[config.mk]
export PLATFORM = sky130hd
export DESIGN_NAME = word_byte_serializer
export DESIGN_NICKNAME = d
export VERILOG_FILES = /design/src/rtl/word_byte_serializer.sv
export SDC_FILE = /design/constraint.sdc
export NUM_CORES = 1
export LEC_CHECK = 0
export BUFFER_PORTS_ARGS = -buffer_cell sky130_fd_sc_hd__buf_2
export CORE_UTILIZATION = 57
export CTS_CLUSTER_DIAMETER = 40
export DETAILED_ROUTE_END_ITERATION = 16
export MAX_ROUTING_LAYER = met4
export PLACE_DENSITY = 0.76
export SYNTH_ARGS = -nofsm -noshare
export SYNTH_HDL_FRONTEND = slang
export SYNTH_SLANG_ARGS = --single-unit
[constraint.sdc]
create_clock -name clk -period 3.25 [get_ports clk]
set_input_delay 0.4875 -clock clk [delete_from_list [all_inputs] [get_ports clk]]
set_output_delay 0.4875 -clock clk [all_outputs]
set_load 0.05 [all_outputs]
[src/rtl/word_byte_serializer.sv]
// Buffers 16-bit words in a small FIFO and streams each one out as two bytes on a
// valid/ready port, tracking a running byte checksum and a completed-word count.
module word_byte_serializer #(
    parameter int DEPTH    = 4,
    parameter bit HI_FIRST = 1'b1,
    parameter int CNT_W    = 8
) (
    input  logic             clk,
    input  logic             reset,
    input  logic             in_valid,
    input  logic [15:0]      in_word,
    output logic             in_ready,
    output logic             out_valid,
    output logic [7:0]       out_byte,
    output logic             out_last,
    input  logic             out_ready,
    output logic [7:0]       byte_sum,
    output logic [CNT_W-1:0] word_count
);
    localparam int AW = $clog2(DEPTH);
    localparam logic [AW:0] FULL_LVL = (AW+1)'(DEPTH);

    typedef enum logic [1:0] {IDLE, BYTE0, BYTE1} state_t;

    logic [15:0]   mem [DEPTH];
    logic [AW-1:0] wr_ptr, rd_ptr;
    logic [AW:0]   level;
    logic [15:0]   hold;
    state_t        state, state_nxt;
    logic          push, pop, hs;

    // in_ready depends only on registered level, so a same-cycle pop never opens a slot.
    assign in_ready = (level < FULL_LVL);
    assign push     = in_valid & in_ready;
    assign hs       = out_valid & out_ready;

    always_comb begin
        state_nxt = state;
        pop       = 1'b0;
        out_valid = 1'b0;
        out_last  = 1'b0;
        out_byte  = 8'h00;
        case (state)
            IDLE: begin
                if (level != '0) begin
                    pop       = 1'b1;
                    state_nxt = BYTE0;
                end
            end
            BYTE0: begin
                out_valid = 1'b1;
                out_byte  = HI_FIRST ? hold[15:8] : hold[7:0];
                if (out_ready) state_nxt = BYTE1;
            end
            BYTE1: begin
                out_valid = 1'b1;
                out_last  = 1'b1;
                out_byte  = HI_FIRST ? hold[7:0] : hold[15:8];
                if (out_ready) begin
                    if (level != '0) begin
                        pop       = 1'b1;
                        state_nxt = BYTE0;
                    end else begin
                        state_nxt = IDLE;
                    end
                end
            end
            default: state_nxt = IDLE;
        endcase
    end

    always_ff @(posedge clk) begin
        if (push) mem[wr_ptr] <= in_word;
    end

    always_ff @(posedge clk) begin
        if (reset) begin
            state      <= IDLE;
            wr_ptr     <= '0;
            rd_ptr     <= '0;
            level      <= '0;
            hold       <= '0;
            byte_sum   <= '0;
            word_count <= '0;
        end else begin
            state <= state_nxt;
            if (push) wr_ptr <= wr_ptr + AW'(1);
            if (pop) begin
                rd_ptr <= rd_ptr + AW'(1);
                hold   <= mem[rd_ptr];
            end
            case ({push, pop})
                2'b10:   level <= level + (AW+1)'(1);
                2'b01:   level <= level - (AW+1)'(1);
                default: level <= level;
            endcase
            if (hs) byte_sum <= byte_sum + out_byte;
            if (hs && state == BYTE1) word_count <= word_count + CNT_W'(1);
        end
    end
endmodule
## After elaboration in Yosys (flattened, before gate mapping)

Memories as Yosys holds them, arrays and structs flattened. A register that Yosys moved wholly into a read port is not among the register bits.
Cells that the tools add are included.

| storage, ports and cells | value |
|---|---|
| memories kept | 1 |
| RAM bits | 64 |
| bits in registers | 25 |
| output and inout bits | 27 |
| logic and storage cells | 43 |

Memory list:

| memory | words | bits a word | rd ports | clocked after Yosys merged registers in | wr ports | line | RTL |
|---|---|---|---|---|---|---|---|
| mem | 4 | 16 | 1 | 1 | 1 | 25 | `logic [15:0] mem [DEPTH];` |

| cells by class | value |
|---|---|
| bitwise gates (word level) | 2 |
| $lt $le $gt $ge | 1 |
| $add $sub $neg | 6 |
| mux-type cells | 14 |
| reduce and logical (&&, ||, !) cells | 6 |
| equality and inequality tests | 7 |

Operators with widths:

| cell | count |
|---|---|
| $pmux W8 S2 | 1 |
| $add A8 B1 Y8 const B | 1 |
| $add A8 B8 Y8 | 1 |
| $mux W1 | 7 |
| $mux W2 | 3 |
| $ne A2 B2 Y1 const B | 3 |
| $pmux W2 S3 | 1 |
| $pmux W3 S2 | 1 |
| $add A2 B1 Y2 const B | 2 |
| $eq A2 B1 Y1 const B | 2 |
| $eq A2 B2 Y1 const B | 2 |
| $add A3 B1 Y3 const B | 1 |
| $lt A3 B3 Y1 const B | 1 |
| $reduce_and A3 Y1 | 1 |
| $reduce_bool A3 Y1 | 1 |
| $sub A3 B1 Y3 const B | 1 |
| $and A1 B1 Y1 | 2 |
| $logic_not A2 Y1 | 1 |
| $pmux W1 S2 | 1 |
| $reduce_bool A2 Y1 | 1 |
| $reduce_or A2 Y1 | 1 |
| $logic_and A1 B1 Y1 | 1 |

## Depth between registers and ports, before layout

| logic depth | value |
|---|---|
| depth after elaboration | 6 |
| mapped depth | 13 |

## Worst setup path before layout

No wires, ideal clock.

| path | value |
|---|---|
| path kind | reg-to-reg |
| from | register state[0] |
| to | register byte_sum[4] |
| setup time | 115 ps |
| setup slack | -361 ps |
| required time | 3,135 ps |
| arrival time | 3,496 ps |
| period minus slack after synthesis | 3,611 ps |
| stages on the path, launching flop included | 13 |
| path buffers | 1 |
| path through | dfxtp_1 -> inv_1 -> ha_1 -> buf_2 -> nor2b_1 -> ha_1 -> inv_1 -> fa_1 -> nor2b_1 -> o21ai_1 -> a21boi_0 -> o31ai_1 -> and2_1 |

| between the ends | value |
|---|---|
| cells in the longest elaborated chain, start to end | 4 |
| elaborated cells on any way between the ends | 7 |
| classes of those cells | add/sub (1); eq/ne (2); mux (2); bitwise (1); reduce/logical (1) |

Ends and longest elaborated chain:

| what | line | RTL |
|---|---|---|
| start, declared | 29 | `state_t state, state_nxt;` |
| start signal, assigned | 86 | `state <= state_nxt;` |
| $eq A2 B2 Y1 or $eq A2 B1 Y1 (tied branches) | 43 | `case (state)` |
| $reduce_or A2 Y1 (no line) * | n/a |  |
| $mux W1 * | 43 |  |
| named net out_valid | 13 | `output logic out_valid,` |
| $and A1 B1 Y1 * | 35 | `assign hs = out_valid & out_ready;` |
| end signal, assigned | 97 | `if (hs) byte_sum <= byte_sum + out_byte;` |
| end, declared | 17 | `output logic [7:0] byte_sum,` |

Mark *: on every way through the listed nets, which the timed path passes. The rest lies on a longest branch.
A chain may end at the register's enable or synchronous reset.

## Worst setup path after layout

| path | value |
|---|---|
| from | register state[0] |
| to | register byte_sum[6] |

| between the ends | value |
|---|---|
| cells in the longest elaborated chain, start to end | 4 |
| elaborated cells on any way between the ends | 7 |
| classes of those cells | add/sub (1); eq/ne (2); mux (2); bitwise (1); reduce/logical (1) |

Ends and longest elaborated chain:

| what |
|---|
| parallel branches: the longest is 4 deep, another holds $add A8 B8 Y8 |

Parallel ways; which one is timed is not known.

==> metrics.txt <==
status=finished, final reports clean; Yosys top cell by area=edfxtp_1; # IOs=47; Pre-antenna DRT Iters=4; clk_lat worst skew=370 ps; DRT iter0 DRCs=133; switching fraction of total power=33.67%; Post-DP HPWL=5287 um; internal cell power=2.345 mW; top_reg_cell synth=edfxtp_1; # rows=32; Max Cap Viol=0; Async SR Flop Fraction=0%; Critical Path RT=approximately 3500 ps; transition time of the tightest slew-check pin=865.9 ps; crit path time final=2827 ps; post-route ant nets=0; vias in the first global route=2,649; CTS tree=yes; Unique masters post-synth=47; Initial Utilization=58.84%; max-slew violation count=0; number of synthesized register bits=105; port buffer count=46; crit path kind=reg -> reg; CTS resizes=0; P_leak=between 1.5 and 2 nW; share of layout cells above drive strength 1=a little under a quarter; kind of start point of the critical path=flop; Synth Warn #=0; Die Area=8296 um^2; NumNets Final=429; # fillers=588; first-pass GRT wire length=about 13,000 um; Comb pwr share=between 20% and 30%; Avg Cell Area, Syn=12.96 um^2; Detailed Route WL=approximately 7500 um; Net Sw Power=1.191 mW; Worst Path Max Fanout=13; fin crit share=86.98%; Pwr Density=712.1 nW/um^2; # clock sinks=105; core area=7687 um^2; GP Congestion=between 0.8 and 0.9; synth top area cells=edfxtp_1 42%, dfxtp_1 18%, mux4_2 8.0%; Setup crit end kind=flop; Max VDD drop=~0.43 mV; largest net degree at the start of global routing=45; Post-synth EDFFs=64; CP arrival=3050 ps; Final Hold Fails=0; CTS root buffer=clkbuf_8; Max Buffers Root-to-Sink=2; Ant. Diodes=0; via count=2,699; Mapped Area=4523 um^2; CTS H-tree depth=3; # setup viols final=0; cts hold-fix bufs=0; total track usage=20.69%; Max Fclk=0.3537 GHz; DR DRC count=0; setup TNS=0 ps; Die Height=91.08 um; total grt overflow=0; WL per Instance=15.24 um; Area Overhead vs Synth=9.792%; Mapped Cells=349; clock slew at reported path FFs=100 ps; number of CTS-inserted buffers=9; initial antenna violation count=0; RSZ-0062 raised after global routing=false; postcts setup bufs=0; Die X-Extent=roughly 91 um; vias per cell=between 5 and 6; post-route cell area=4966 um^2; Hold Path Class=in -> reg; top cell type's share of synthesized area=42.49%; sequential-to-total area share from yosys stat=60.64%; clock share of power=20.9%; syn_nets=about 390; Area after DPL=4785 um^2; Sequential Power Share=49.9%; clk_skew=12.05 ps; relative slew slack=42.27%
[cell usage after synthesis (5+ instances only)]
master,n
a21oi_1,28
a22oi_1,7
and2_1,5
clkbuf_1,6
dfxtp_1,41
edfxtp_1,64
ha_1,18
inv_1,15
mux4_2,16
nand2_1,45
nor2_1,25
nor2b_1,11
xor2_1,10
[sequential cells by signal (all words and copies together) (netlist names)]
register,cells
wr_ptr,2
rd_ptr,2
word_count,8
byte_sum,8
state,2
mem,64
hold,16
level,3
[worst paths after layout]
path | end | start | slack, ps | cells past startpoint
max | byte_sum[6] | state[0] | 420 | 12
min | mem[2][8] | in_word[8] | 330 | 1
max reg2reg | byte_sum[6] | state[0] | 420 | 12
min reg2reg | hold[14] | hold[14] | 460 | 2
[cells by family (layout without fill, tap and decap cells)]
| logic type | count (synthesis) | after routing | synth area share [%] |
|---|---|---|---|
| AOI/OAI and AO/OA | 49 | 49 | 6.418 |
| xor gates and xnor gates | 14 | 14 | 2.711 |
| adders and majority gates | 20 | 20 | 5.865 |
| buffers and inverters | 35 | 79 | 4.343 |
| DFF | 105 | 105 | 60.64 |
| muxes | 20 | 20 | 8.880 |
| and+or+nand+nor | 106 | 106 | 11.15 |
[power groups by stage]
stage,combinational [mW],clock (mW),sequential [mW]
after global routing,1.16,0.813,1.79
after floorplan,0.896,0,1.75
after global placement,1.01,0,1.79
after CTS,1.04,0.755,1.77
final,1.03,0.738,1.76
after detailed placement,1.04,0,1.80
[metrics by stage]
stage	power (mW)	hold slack (ps)	setup WS (ps)	instances	util, %
2_1_floorplan	2.650	434.5	60.29	349	-
3_3_place_gp	2.799	447.6	604.4	480	62.24
3_5_place_dp	2.836	449.5	444.9	480	62.24
4_1_cts	3.567	315.4	414.2	495	64.60
5_1_grt	3.763	308.6	143.9	495	64.60
6_report	3.536	327.6	423.1	495	64.60
[worst max-delay path: stages (launching register included)]
cell	delay [ps]
dfxtp_1	360
inv_1	100
ha_1	420
a22oi_1	210
nor2b_4	150
ha_1	160
inv_1	60
fa_1	380
nor2b_1	170
o21ai_1	90
a21boi_0	340
o21a_1	170
o311ai_1	90
[final cells by class]
class | instances | area (um^2) | share of cell area [%]
Clock buffer | 9 | 123.9 | 2.494
Timing Repair Buffer | 48 | 245.2 | 4.938
Clock inverter | 6 | 57.56 | 1.159
Sequential cell | 105 | 2743 | 55.23
Multi-Input combinational cell | 209 | 1604 | 32.30
Tap cell | 102 | 127.6 | 2.570
Inverter | 16 | 65.06 | 1.310
[metal layers]
metal,GRT usage [%],up-vias,part of all wire (%)
met5,-,-,0
met4,6.349,0,1.4
met3,5.444,9,4.5
met2,33.46,60,49
met1,25.71,1308,45
li1,-,1322,-
[cells in the final DEF (no fill, tap or decap), types with 2 or more instances in the layout]
| master | netlist | routed |
|---|---|---|
| clkbuf_8 | 1 | 9 |
| ha_1 | 18 | 18 |
| mux2i_1 | 3 | 3 |
| a22oi_1 | 7 | 7 |
| buf_2 | 4 | 46 |
| nor2_1 | 25 | 25 |
| dfxtp_1 | 41 | 41 |
| nand4_1 | 2 | 2 |
| nand3_2 | 2 | 2 |
| inv_1 | 15 | 15 |
| edfxtp_1 | 64 | 64 |
| a31oi_1 | 2 | 2 |
| buf_4 | 4 | 2 |
| xnor2_1 | 4 | 4 |
| inv_6 | 1 | 2 |
| inv_8 | 0 | 2 |
| nand3_1 | 3 | 3 |
| nand2_1 | 45 | 45 |
| mux4_2 | 16 | 16 |
| nor2b_1 | 11 | 5 |
| o21ai_0 | 2 | 2 |
| nor2b_2 | 0 | 5 |
| a21oi_1 | 28 | 28 |
| xor2_1 | 10 | 10 |
| and3_1 | 2 | 2 |
| o31ai_1 | 2 | 2 |
| clkinv_4 | 0 | 3 |
| nor3_1 | 2 | 2 |
| fa_1 | 2 | 2 |
| and2_1 | 5 | 5 |
Note: power is estimated with default switching activity, not from simulation.
